[src/rtl/fifo_pkg.sv]
// Shared constants, types and helpers for the FIFO buffer and its storage.
package fifo_pkg;

  localparam int DEFAULT_WIDTH = 8;
  localparam int DEFAULT_DEPTH = 16;

  // Sticky error flags kept together so they are set and cleared as a unit.
  typedef struct packed {
    logic overflow;
    logic underflow;
  } errFlags_t;

  // Number of bits needed to address 'value' entries (ceil(log2(value))).
  function automatic int clog2(input int value);
    int result;
    int remaining;
    result    = 0;
    remaining = value - 1;
    while (remaining > 0) begin
      result    = result + 1;
      remaining = remaining >> 1;
    end
    return result;
  endfunction

endpackage

[src/rtl/fifo_ram.sv]
// Simple dual-port word storage: one synchronous write port and one
// synchronous read port. A read and write to the same address in one cycle
// returns the previous contents, which is the native behaviour of iCE40
// block RAM. The array has no reset so it maps onto block RAM.
module fifo_ram
  import fifo_pkg::*;
#(
  parameter int WIDTH = DEFAULT_WIDTH,
  parameter int DEPTH = DEFAULT_DEPTH,
  parameter int AW    = clog2(DEPTH)
) (
  input  logic             i_clk,
  input  logic             i_wrEn,
  input  logic [AW-1:0]    i_wrAddr,
  input  logic [WIDTH-1:0] i_wrData,
  input  logic             i_rdEn,
  input  logic [AW-1:0]    i_rdAddr,
  output logic [WIDTH-1:0] o_rdData
);

  logic [WIDTH-1:0] r_mem [DEPTH];
  logic [WIDTH-1:0] r_rdData;

  // Write and read on the same edge; the read sees the pre-write contents.
  always_ff @(posedge i_clk) begin
    if (i_wrEn) begin
      r_mem[i_wrAddr] <= i_wrData;
    end
    if (i_rdEn) begin
      r_rdData <= r_mem[i_rdAddr];
    end
  end

  assign o_rdData = r_rdData;

endmodule

[src/rtl/fifo_buffer_p.sv]
// Synchronous FIFO with level tracking, almost-full threshold, sticky
// overflow/underflow flags and a choice of registered or first-word-fall-
// through read. Word storage lives in fifo_ram; this module owns pointers,
// occupancy, flags and the read-data presentation.
module fifo_buffer_p
  import fifo_pkg::*;
#(
  parameter int WIDTH    = DEFAULT_WIDTH,
  parameter int DEPTH    = DEFAULT_DEPTH,
  parameter int AFULL_TH = DEPTH - 2,
  parameter int FWFT     = 0
) (
  input  logic                clk,
  input  logic                reset,
  input  logic [WIDTH-1:0]    I_DATA,
  input  logic                save,
  input  logic                pop,
  input  logic                clr_err,
  output logic [WIDTH-1:0]    O_DATA,
  output logic                O_VALID,
  output logic                full,
  output logic                empty,
  output logic                ALMOST_FULL,
  output logic [clog2(DEPTH):0] LEVEL,
  output logic                OVERFLOW,
  output logic                UNDERFLOW
);

  localparam int AW = clog2(DEPTH);
  localparam int LW = AW + 1;
  localparam logic [LW-1:0] FULL_LEVEL  = LW'(DEPTH);
  localparam logic [LW-1:0] AFULL_LEVEL = LW'(AFULL_TH);
  localparam logic [AW-1:0] PTR_ONE     = AW'(1);
  localparam logic [LW-1:0] LEVEL_ONE   = LW'(1);

  logic [AW-1:0]    r_wrPtr;
  logic [AW-1:0]    r_rdPtr;
  logic [LW-1:0]    r_level;
  logic             r_oValid;
  logic             r_ramLoaded;
  logic             r_bypassValid;
  logic [WIDTH-1:0] r_bypassData;
  errFlags_t        r_errFlags;

  logic             w_full;
  logic             w_empty;
  logic             w_popAccept;
  logic             w_saveAccept;
  logic             w_setOverflow;
  logic             w_setUnderflow;
  logic             w_rdEn;
  logic [AW-1:0]    w_rdAddr;
  logic [WIDTH-1:0] w_ramRdData;

  // Occupancy flags come straight from the level register.
  always_comb begin
    w_full      = (r_level == FULL_LEVEL);
    w_empty     = (r_level == '0);
    ALMOST_FULL = (r_level >= AFULL_LEVEL);
  end

  // Handshake decisions: a pop frees a slot, so a write into a full FIFO is
  // still taken when it is paired with an accepted pop.
  always_comb begin
    w_popAccept    = pop & ~w_empty;
    w_saveAccept   = save & (~w_full | w_popAccept);
    w_setOverflow  = save & w_full & ~w_popAccept;
    w_setUnderflow = pop & w_empty;
  end

  // Read port control. Registered mode reads only on an accepted pop so the
  // RAM output register holds the last popped word. Fall-through mode reads
  // every cycle from the address that will be the head after this edge.
  always_comb begin
    w_rdEn   = w_popAccept;
    w_rdAddr = r_rdPtr;
    if (FWFT != 0) begin
      w_rdEn = 1'b1;
      if (w_popAccept) begin
        w_rdAddr = r_rdPtr + PTR_ONE;
      end
    end
  end

  fifo_ram #(
    .WIDTH (WIDTH),
    .DEPTH (DEPTH),
    .AW    (AW)
  ) u_ram (
    .i_clk    (clk),
    .i_wrEn   (w_saveAccept),
    .i_wrAddr (r_wrPtr),
    .i_wrData (I_DATA),
    .i_rdEn   (w_rdEn),
    .i_rdAddr (w_rdAddr),
    .o_rdData (w_ramRdData)
  );

  // Read and write pointers advance on accepted transfers and wrap naturally.
  always_ff @(posedge clk or posedge reset) begin
    if (reset) begin
      r_wrPtr <= '0;
      r_rdPtr <= '0;
    end else begin
      if (w_saveAccept) begin
        r_wrPtr <= r_wrPtr + PTR_ONE;
      end
      if (w_popAccept) begin
        r_rdPtr <= r_rdPtr + PTR_ONE;
      end
    end
  end

  // Word count: up on write only, down on pop only, held when both happen.
  always_ff @(posedge clk or posedge reset) begin
    if (reset) begin
      r_level <= '0;
    end else begin
      case ({w_saveAccept, w_popAccept})
        2'b10:   r_level <= r_level + LEVEL_ONE;
        2'b01:   r_level <= r_level - LEVEL_ONE;
        default: r_level <= r_level;
      endcase
    end
  end

  // Read-side state. r_ramLoaded masks the un-resettable RAM output until
  // the first real read after reset. The bypass captures a word written to
  // the very address being read in fall-through mode, because the RAM
  // returns the old contents in that case.
  always_ff @(posedge clk or posedge reset) begin
    if (reset) begin
      r_oValid      <= 1'b0;
      r_ramLoaded   <= 1'b0;
      r_bypassValid <= 1'b0;
      r_bypassData  <= '0;
    end else begin
      r_oValid      <= w_popAccept;
      r_ramLoaded   <= r_ramLoaded | w_popAccept;
      r_bypassValid <= (FWFT != 0) && w_saveAccept && (r_wrPtr == w_rdAddr);
      if (w_saveAccept) begin
        r_bypassData <= I_DATA;
      end
    end
  end

  // Sticky error flags; a fresh error in the clearing cycle wins.
  always_ff @(posedge clk or posedge reset) begin
    if (reset) begin
      r_errFlags <= '0;
    end else begin
      r_errFlags.overflow  <= w_setOverflow  | (r_errFlags.overflow  & ~clr_err);
      r_errFlags.underflow <= w_setUnderflow | (r_errFlags.underflow & ~clr_err);
    end
  end

  // Output presentation for the selected read mode.
  always_comb begin
    O_DATA  = '0;
    O_VALID = 1'b0;
    if (FWFT != 0) begin
      O_VALID = ~w_empty;
      if (!w_empty) begin
        O_DATA = r_bypassValid ? r_bypassData : w_ramRdData;
      end
    end else begin
      O_VALID = r_oValid;
      if (r_ramLoaded) begin
        O_DATA = w_ramRdData;
      end
    end
  end

  assign full      = w_full;
  assign empty     = w_empty;
  assign LEVEL     = r_level;
  assign OVERFLOW  = r_errFlags.overflow;
  assign UNDERFLOW = r_errFlags.underflow;

endmodule

[config.mk]
export PLATFORM = sky130hd
export DESIGN_NAME = fifo_buffer_p
export DESIGN_NICKNAME = d
export VERILOG_FILES = /design/src/rtl/fifo_pkg.sv /design/src/rtl/fifo_ram.sv /design/src/rtl/fifo_buffer_p.sv
export SDC_FILE = /design/constraint.sdc
export NUM_CORES = 1
export LEC_CHECK = 0
export CORE_MARGIN = 1.5
export CORE_UTILIZATION = 35
export DETAILED_ROUTE_END_ITERATION = 12
export PLACE_DENSITY_LB_ADDON = 0.3
export SYNTH_ARGS = -nofsm -noshare
export SYNTH_HDL_FRONTEND = slang
export SYNTH_SLANG_ARGS = --single-unit
[constraint.sdc]
create_clock -name clk -period 7.3 [get_ports clk]
set_input_delay 2.19 -clock clk [delete_from_list [all_inputs] [get_ports clk]]
set_output_delay 2.19 -clock clk [all_outputs]
set_load 0.05 [all_outputs]
# --- Yosys cells after proc, flatten, opt, wreduce, memory -nomap -nowiden ---
# Memory sizes are Yosys's and may differ from the RTL's. A register that Yosys moved wholly into a read port is not among the register bits.
# Cells that the tools add are included.
totals:
  n_memories: 1
  ramBits: 128
  input_bits: 13
  out_inout_bits: 19
  ff_bits: 17
memory_table:
  columns: ["memory", "words", "width", "rd", "rd_clocked_by_memory_dff", "write_ports", "line_no", "rtl"]
  rows:
  - ["u_ram.r_mem", 16, 8, 1, 1, 1, "fifo_ram.sv:21", "logic [WIDTH-1:0] r_mem [DEPTH];"]
classes:
  bitwise_logic: 15
  n_addsub: 4
  reduce_logical: 2
  n_eq_ne: 3
  magnitude_cmp: 1
  n_mux: 4
op_table:
  columns: ["op", "count"]
  rows:
  - ["one-hot mux 5 bit (2 select lines)", 1]
  - ["adder 4 x 1 -> 4 bit, second input constant", 2]
  - ["two-way mux 8 bit", 1]
  - ["bitwise AND 1 bit", 7]
  - ["adder 5 x 1 -> 5 bit, second input constant", 1]
  - ["equality test 5 bit, second input constant", 1]
  - [">= comparator 5 x 4 -> 1 bit, second input constant", 1]
  - ["zero test 5 bit", 1]
  - ["subtractor 5 x 1 -> 5 bit, second input constant", 1]
  - ["inverter 1 bit", 4]
  - ["OR 1 bit", 4]
  - ["equality test 2 x 1 -> 1 bit, second input constant", 1]
  - ["equality test 2 bit, second input constant", 1]
  - ["two-way mux 1 bit", 2]
  - ["nonzero test 2 bit", 1]

# --- Depth between registers and ports, before layout ---
logic_depth:
  ltp_word: 7
  mapped_depth: 12
  ltp_nobuf: 10

# --- Modules after synthesis ---
# Synthesis repeated with hierarchy kept, for this count alone.
unflattened:
  cells_unflattened: 319
  area_unflattened_um2: 6180.9
by_module_without_submodules:
  columns: ["module", "seq_area_each_um2", "n_inst", "area_each_um2", "cells_each"]
  rows:
  - ["fifo_ram", 4083.9, 1, 5227.5, 229]
  - ["fifo_buffer_p", 425.4, 1, 953.4, 90]

# --- Worst setup path before layout ---
# No wires, ideal clock.
synth_path:
  path_kind: "input to register"
  from: "input pop"
  to: "register r_level[4] (netlist: LEVEL[4])"
  t_arrival_ns: 4.011
  required_ns: 7.220
  setup_slack_ns: 3.209
  path_buffers: 1
  stages: 10
  path_cell_list: "inv_1 > a21oi_2 > ha_1 > clkbuf_1 > xor2_1 > ha_1 > and3b_1 > o21ai_0 > a31oi_1 > xnor2_1"
synth_via:
  elab_chain_len: 5
  word_cells_on_any_way: 7
synth_rtl:
  columns: ["item", "line_no", "rtl"]
  rows:
  - ["from (decl)", "fifo_buffer_p.sv:17", "input logic pop,"]
  - ["bitwise AND 1 bit *", "fifo_buffer_p.sv:65", "w_popAccept = pop & ~w_empty;"]
  - ["net u_ram.i_rdEn", "fifo_ram.sv:16", "input logic i_rdEn,"]
  - ["OR 1 bit", "fifo_buffer_p.sv:66", "w_saveAccept = save & (~w_full | w_popAccept);"]
  - ["bitwise AND 1 bit", "fifo_buffer_p.sv:66", null]
  - ["equality test 2 x 1 -> 1 bit or equality test 2 bit (tied branches)", "fifo_buffer_p.sv:119", "case ({w_saveAccept, w_popAccept})"]
  - ["one-hot mux 5 bit (2 select lines) or nonzero test 2 bit (tied branches)", null, null]
  - ["to (signal assigned)", "fifo_buffer_p.sv:120", "2'b10: r_level <= r_level + LEVEL_ONE;"]
  - ["to (signal assigned)", "fifo_buffer_p.sv:121", "2'b01: r_level <= r_level - LEVEL_ONE;"]
  - ["to (signal assigned)", "fifo_buffer_p.sv:122", "default: r_level <= r_level;"]
  - ["to (decl)", "fifo_buffer_p.sv:38", "logic [LW-1:0] r_level;"]
# Mark *: on every way through the listed nets, which the timed path passes. The rest lies on a longest branch.
# A chain may end at the register's enable or synchronous reset.

# --- Worst setup path in the final report ---
layout_path:
  from: "register r_level[1] (netlist: LEVEL[1])"
  to: "output empty"
layout_via:
  elab_chain_len: 1
layout_rtl:
  columns: ["item", "line_no", "rtl"]
  rows:
  - ["zero test 5 bit", "fifo_buffer_p.sv:58", "w_empty = (r_level == '0);"]
  - ["to (decl)", "fifo_buffer_p.sv:22", "output logic empty,"]
# No other way between the ends.

==> results.sh <==
export IMPL_setup_violations_final=0
export IMPL_nNetsFinal=387
export IMPL_grt_use_total_pct=14.4
export IMPL_routed_wire_length_per_instance_microns=19.8
export IMPL_hp_start="r_wrPtr[3]"
export IMPL_synth_flop_cell="edfxtp_1"
export IMPL_powerDensity_nw_per_um2=404
export IMPL_crit_path_start_kind="register"
export IMPL_fmax_mhz=221
export IMPL_layout_commonest_cell="edfxtp_1"
export IMPL_p_leak_uw=0.00244
export IMPL_port_buffers=31
export IMPL_hold_depth=1
export IMPL_rsz0062_at_grt="false"
export IMPL_r2r_end="LEVEL[4]"
export IMPL_drc=0
export IMPL_final_antenna_net_count=0
export IMPL_whs_endpoint="r_wrPtr[3]"
export IMPL_core_area_sq_um=17300
export IMPL_clock_sinks=153
export IMPL_dpl_instance_area_sq_um=6720
export IMPL_area_growth_syn_to_layout_pct=17.0
export IMPL_place_gp_congestion=0.779
export IMPL_hpwl_microns=7480
export IMPL_arrival_ps=2340
export IMPL_ctsResizeCount=0
export IMPL_r2r_start="LEVEL[2]"
export IMPL_overflow=0
export IMPL_dr_first_iter_drc_count=203
export IMPL_power_total_uw=2930
export IMPL_cts_setup_buffers=0
export IMPL_ys_seq_area_share_pct=72.7
export IMPL_ys_ff_latch=153
export IMPL_vdd_drop_max_v=0.000245
export IMPL_grt_pass1_vias=3108
export IMPL_fp_dieH_microns=136
export IMPL_max_stage_delay_ps=810
export IMPL_cts_hold_buf=0
export IMPL_drv_cap=0
export IMPL_outcome="complete, no violations"
export IMPL_syn_num_nets=348
export IMPL_avgSynthCellArea_sq_um=19.0
export IMPL_synth_top_area_share_pct=65.8
export IMPL_start_util_pct=35.9
export IMPL_drt_vias_per_instance=4.95
export IMPL_clkTransAtPathRegs_ps=60
export IMPL_reg2reg_setup_slack_ps=4510
export IMPL_finClkSkew_ps=6.26
export IMPL_rr_worst_depth=9
export IMPL_num_vias=2984
export IMPL_path_max_fanout=10
export IMPL_cpMaxStageDelayCell="clkdlybuf4s50_1"
export IMPL_hp_class="register to register"
export IMPL_fin_cells=603
export IMPL_ys_warn_count=0
export IMPL_dp_cells=572
export IMPL_drive_gt1_share_pct=15.9
export IMPL_path_buf_inv=1
export IMPL_final_area_sq_um=7260
export IMPL_end_kind="output port"
export IMPL_grt_max_degree=36
export IMPL_period_minus_slack_ps=4530
export IMPL_timing_setup_tns_ps=0
export IMPL_fill_cells=1532
export IMPL_critical_path_class="register to output port"
export IMPL_final_cell_mix="edfxtp_1, clkdlybuf4s50_1, mux4_2, clkbuf_16, a22oi_1"
export IMPL_final_hold_viol_count=0
export IMPL_slew_violations=0
export IMPL_cts_made_buffers=17
export IMPL_dieArea_sq_um=18500
export IMPL_path_delay_family="buffers and inverters"
export IMPL_antenna_found_initial=0
export IMPL_synth_distinct_cells=42
export IMPL_setup_slack_ps=2770
export IMPL_crit_required_ps=5110
export IMPL_cts_root_buf="clkbuf_16"
export IMPL_io_pin_count=32
export IMPL_clock_latency_ps=420
export IMPL_maxSlewHeadroom_pct=41.8
export IMPL_num_antenna_cells=0
export IMPL_synth_edf_count=136
export IMPL_cp_cell_sequence="nor4_4 -> and2_1 -> clkdlybuf4s50_1"
export IMPL_syn_area_sq_um=6210
export IMPL_post_route_period_util_pct=62.0
export IMPL_pre_cts_slack_ps=2420
export IMPL_synth_area_top_cells="edfxtp_1, mux4_2, dfrtp_1"
export IMPL_dr_pass1_iters=5
export IMPL_async_flop_share_pct=11.1
export IMPL_worst_pin_slew_ps=873
export IMPL_cts_tree="built"
export IMPL_synth_top_area_cell="edfxtp_1"
export IMPL_ctsLongestPathBuffers=2
export IMPL_rows=48
export IMPL_htreeDepth=4
export IMPL_postSynthCellCount=327
export IMPL_die_w_microns=136
export IMPL_grt_pass1_wl_microns=18700
export IMPL_wl_microns=11900
state kept, by name, indices dropped and copies added (netlist names):
register	flops
OVERFLOW	1
LEVEL	5
r_ramLoaded	1
r_rdPtr	4
r_wrPtr	4
O_VALID	1
UNDERFLOW	1
u_ram.o_rdData	8
u_ram.r_mem	128
synth_stat cells, types with 4 or more instances:
master / count
edfxtp_1: 136
mux4_2: 21
dfrtp_1: 17
a22oi_1: 16
nand2_1: 15
nor2_1: 15
and2_1: 11
mux4_1: 11
ha_1: 8
inv_1: 8
nand3_1: 8
xnor2_1: 7
clkbuf_1: 5
xor2_1: 5
buf_2: 4
o21ai_0: 4
metrics by stage:
| step | util [%] | hold WS [ps] |
|---|---|---|
| finish | 42.0 | 554 |
| global route | 42.0 | 594 |
| CTS | 42.0 | 548 |
| detailed placement | 38.9 | 533 |
| global placement | 38.9 | 514 |
| floorplan | - | 487 |
worst max path at each step:
stage | start | end | cells past startpoint | slack [ps]
after floorplan | pop | LEVEL[4] | 10 | 3210
after global placement | pop | LEVEL[4] | 10 | 2500
after detailed placement | pop | LEVEL[4] | 10 | 2420
after CTS | LEVEL[1] | empty | 3 | 2770
after global routing | pop | LEVEL[4] | 10 | 2640
final | LEVEL[1] | empty | 3 | 2770
logic make-up (layout without fill, tap and decap cells):
group                      Yosys count  in the layout  synth area share [%]
muxes                               35             35                  12.8
DFF                                153            153                  72.7
AOI/OAI and AO/OA                   28             28                  3.08
buffers and inverters               24             75                  2.36
and+or+nand+nor                     67             67                  5.77
adders and majority gates            8              8                  1.61
xor gates and xnor gates            12             12                  1.69
per-layer routing:
layer	share of wire, %	GRT usage, %	vias up
li1	-	-	1374
met4	2.4	6.86	0
met1	42	19.3	1519
met3	5.9	3.39	20
met2	49	22.3	71
met5	0	0	-
final cells by class:
cell class | count | area [sq um] | area share [%]
multi-input combinational | 150 | 1550 | 21.3
tap | 225 | 282 | 3.88
clock inverter | 13 | 111 | 1.53
clock buffer | 18 | 429 | 5.91
sequential | 153 | 4510 | 62.1
timing repair buffer | 36 | 348 | 4.79
inverter | 8 | 30.0 | 0.414
worst register-to-register path, cell delays in order, from the launching register on:
cell	delay, ps
dfrtp_1	560
nor4_4	110
a21oi_2	680
ha_1	430
xor2_1	190
ha_1	190
and3b_1	150
o21ai_0	70
a31oi_1	210
xnor2_1	130
power by group:
group | internal [uW] | total, uW | switching, uW | leakage [uW]
Combinational | 377 | 888 | 511 | 0.000741
Clock | 491 | 810 | 319 | 0.000266
Sequential | 1110 | 1230 | 126 | 0.00143
Total | 1980 | 2930 | 956 | 0.00244
(Power assumes the default switching activity.)
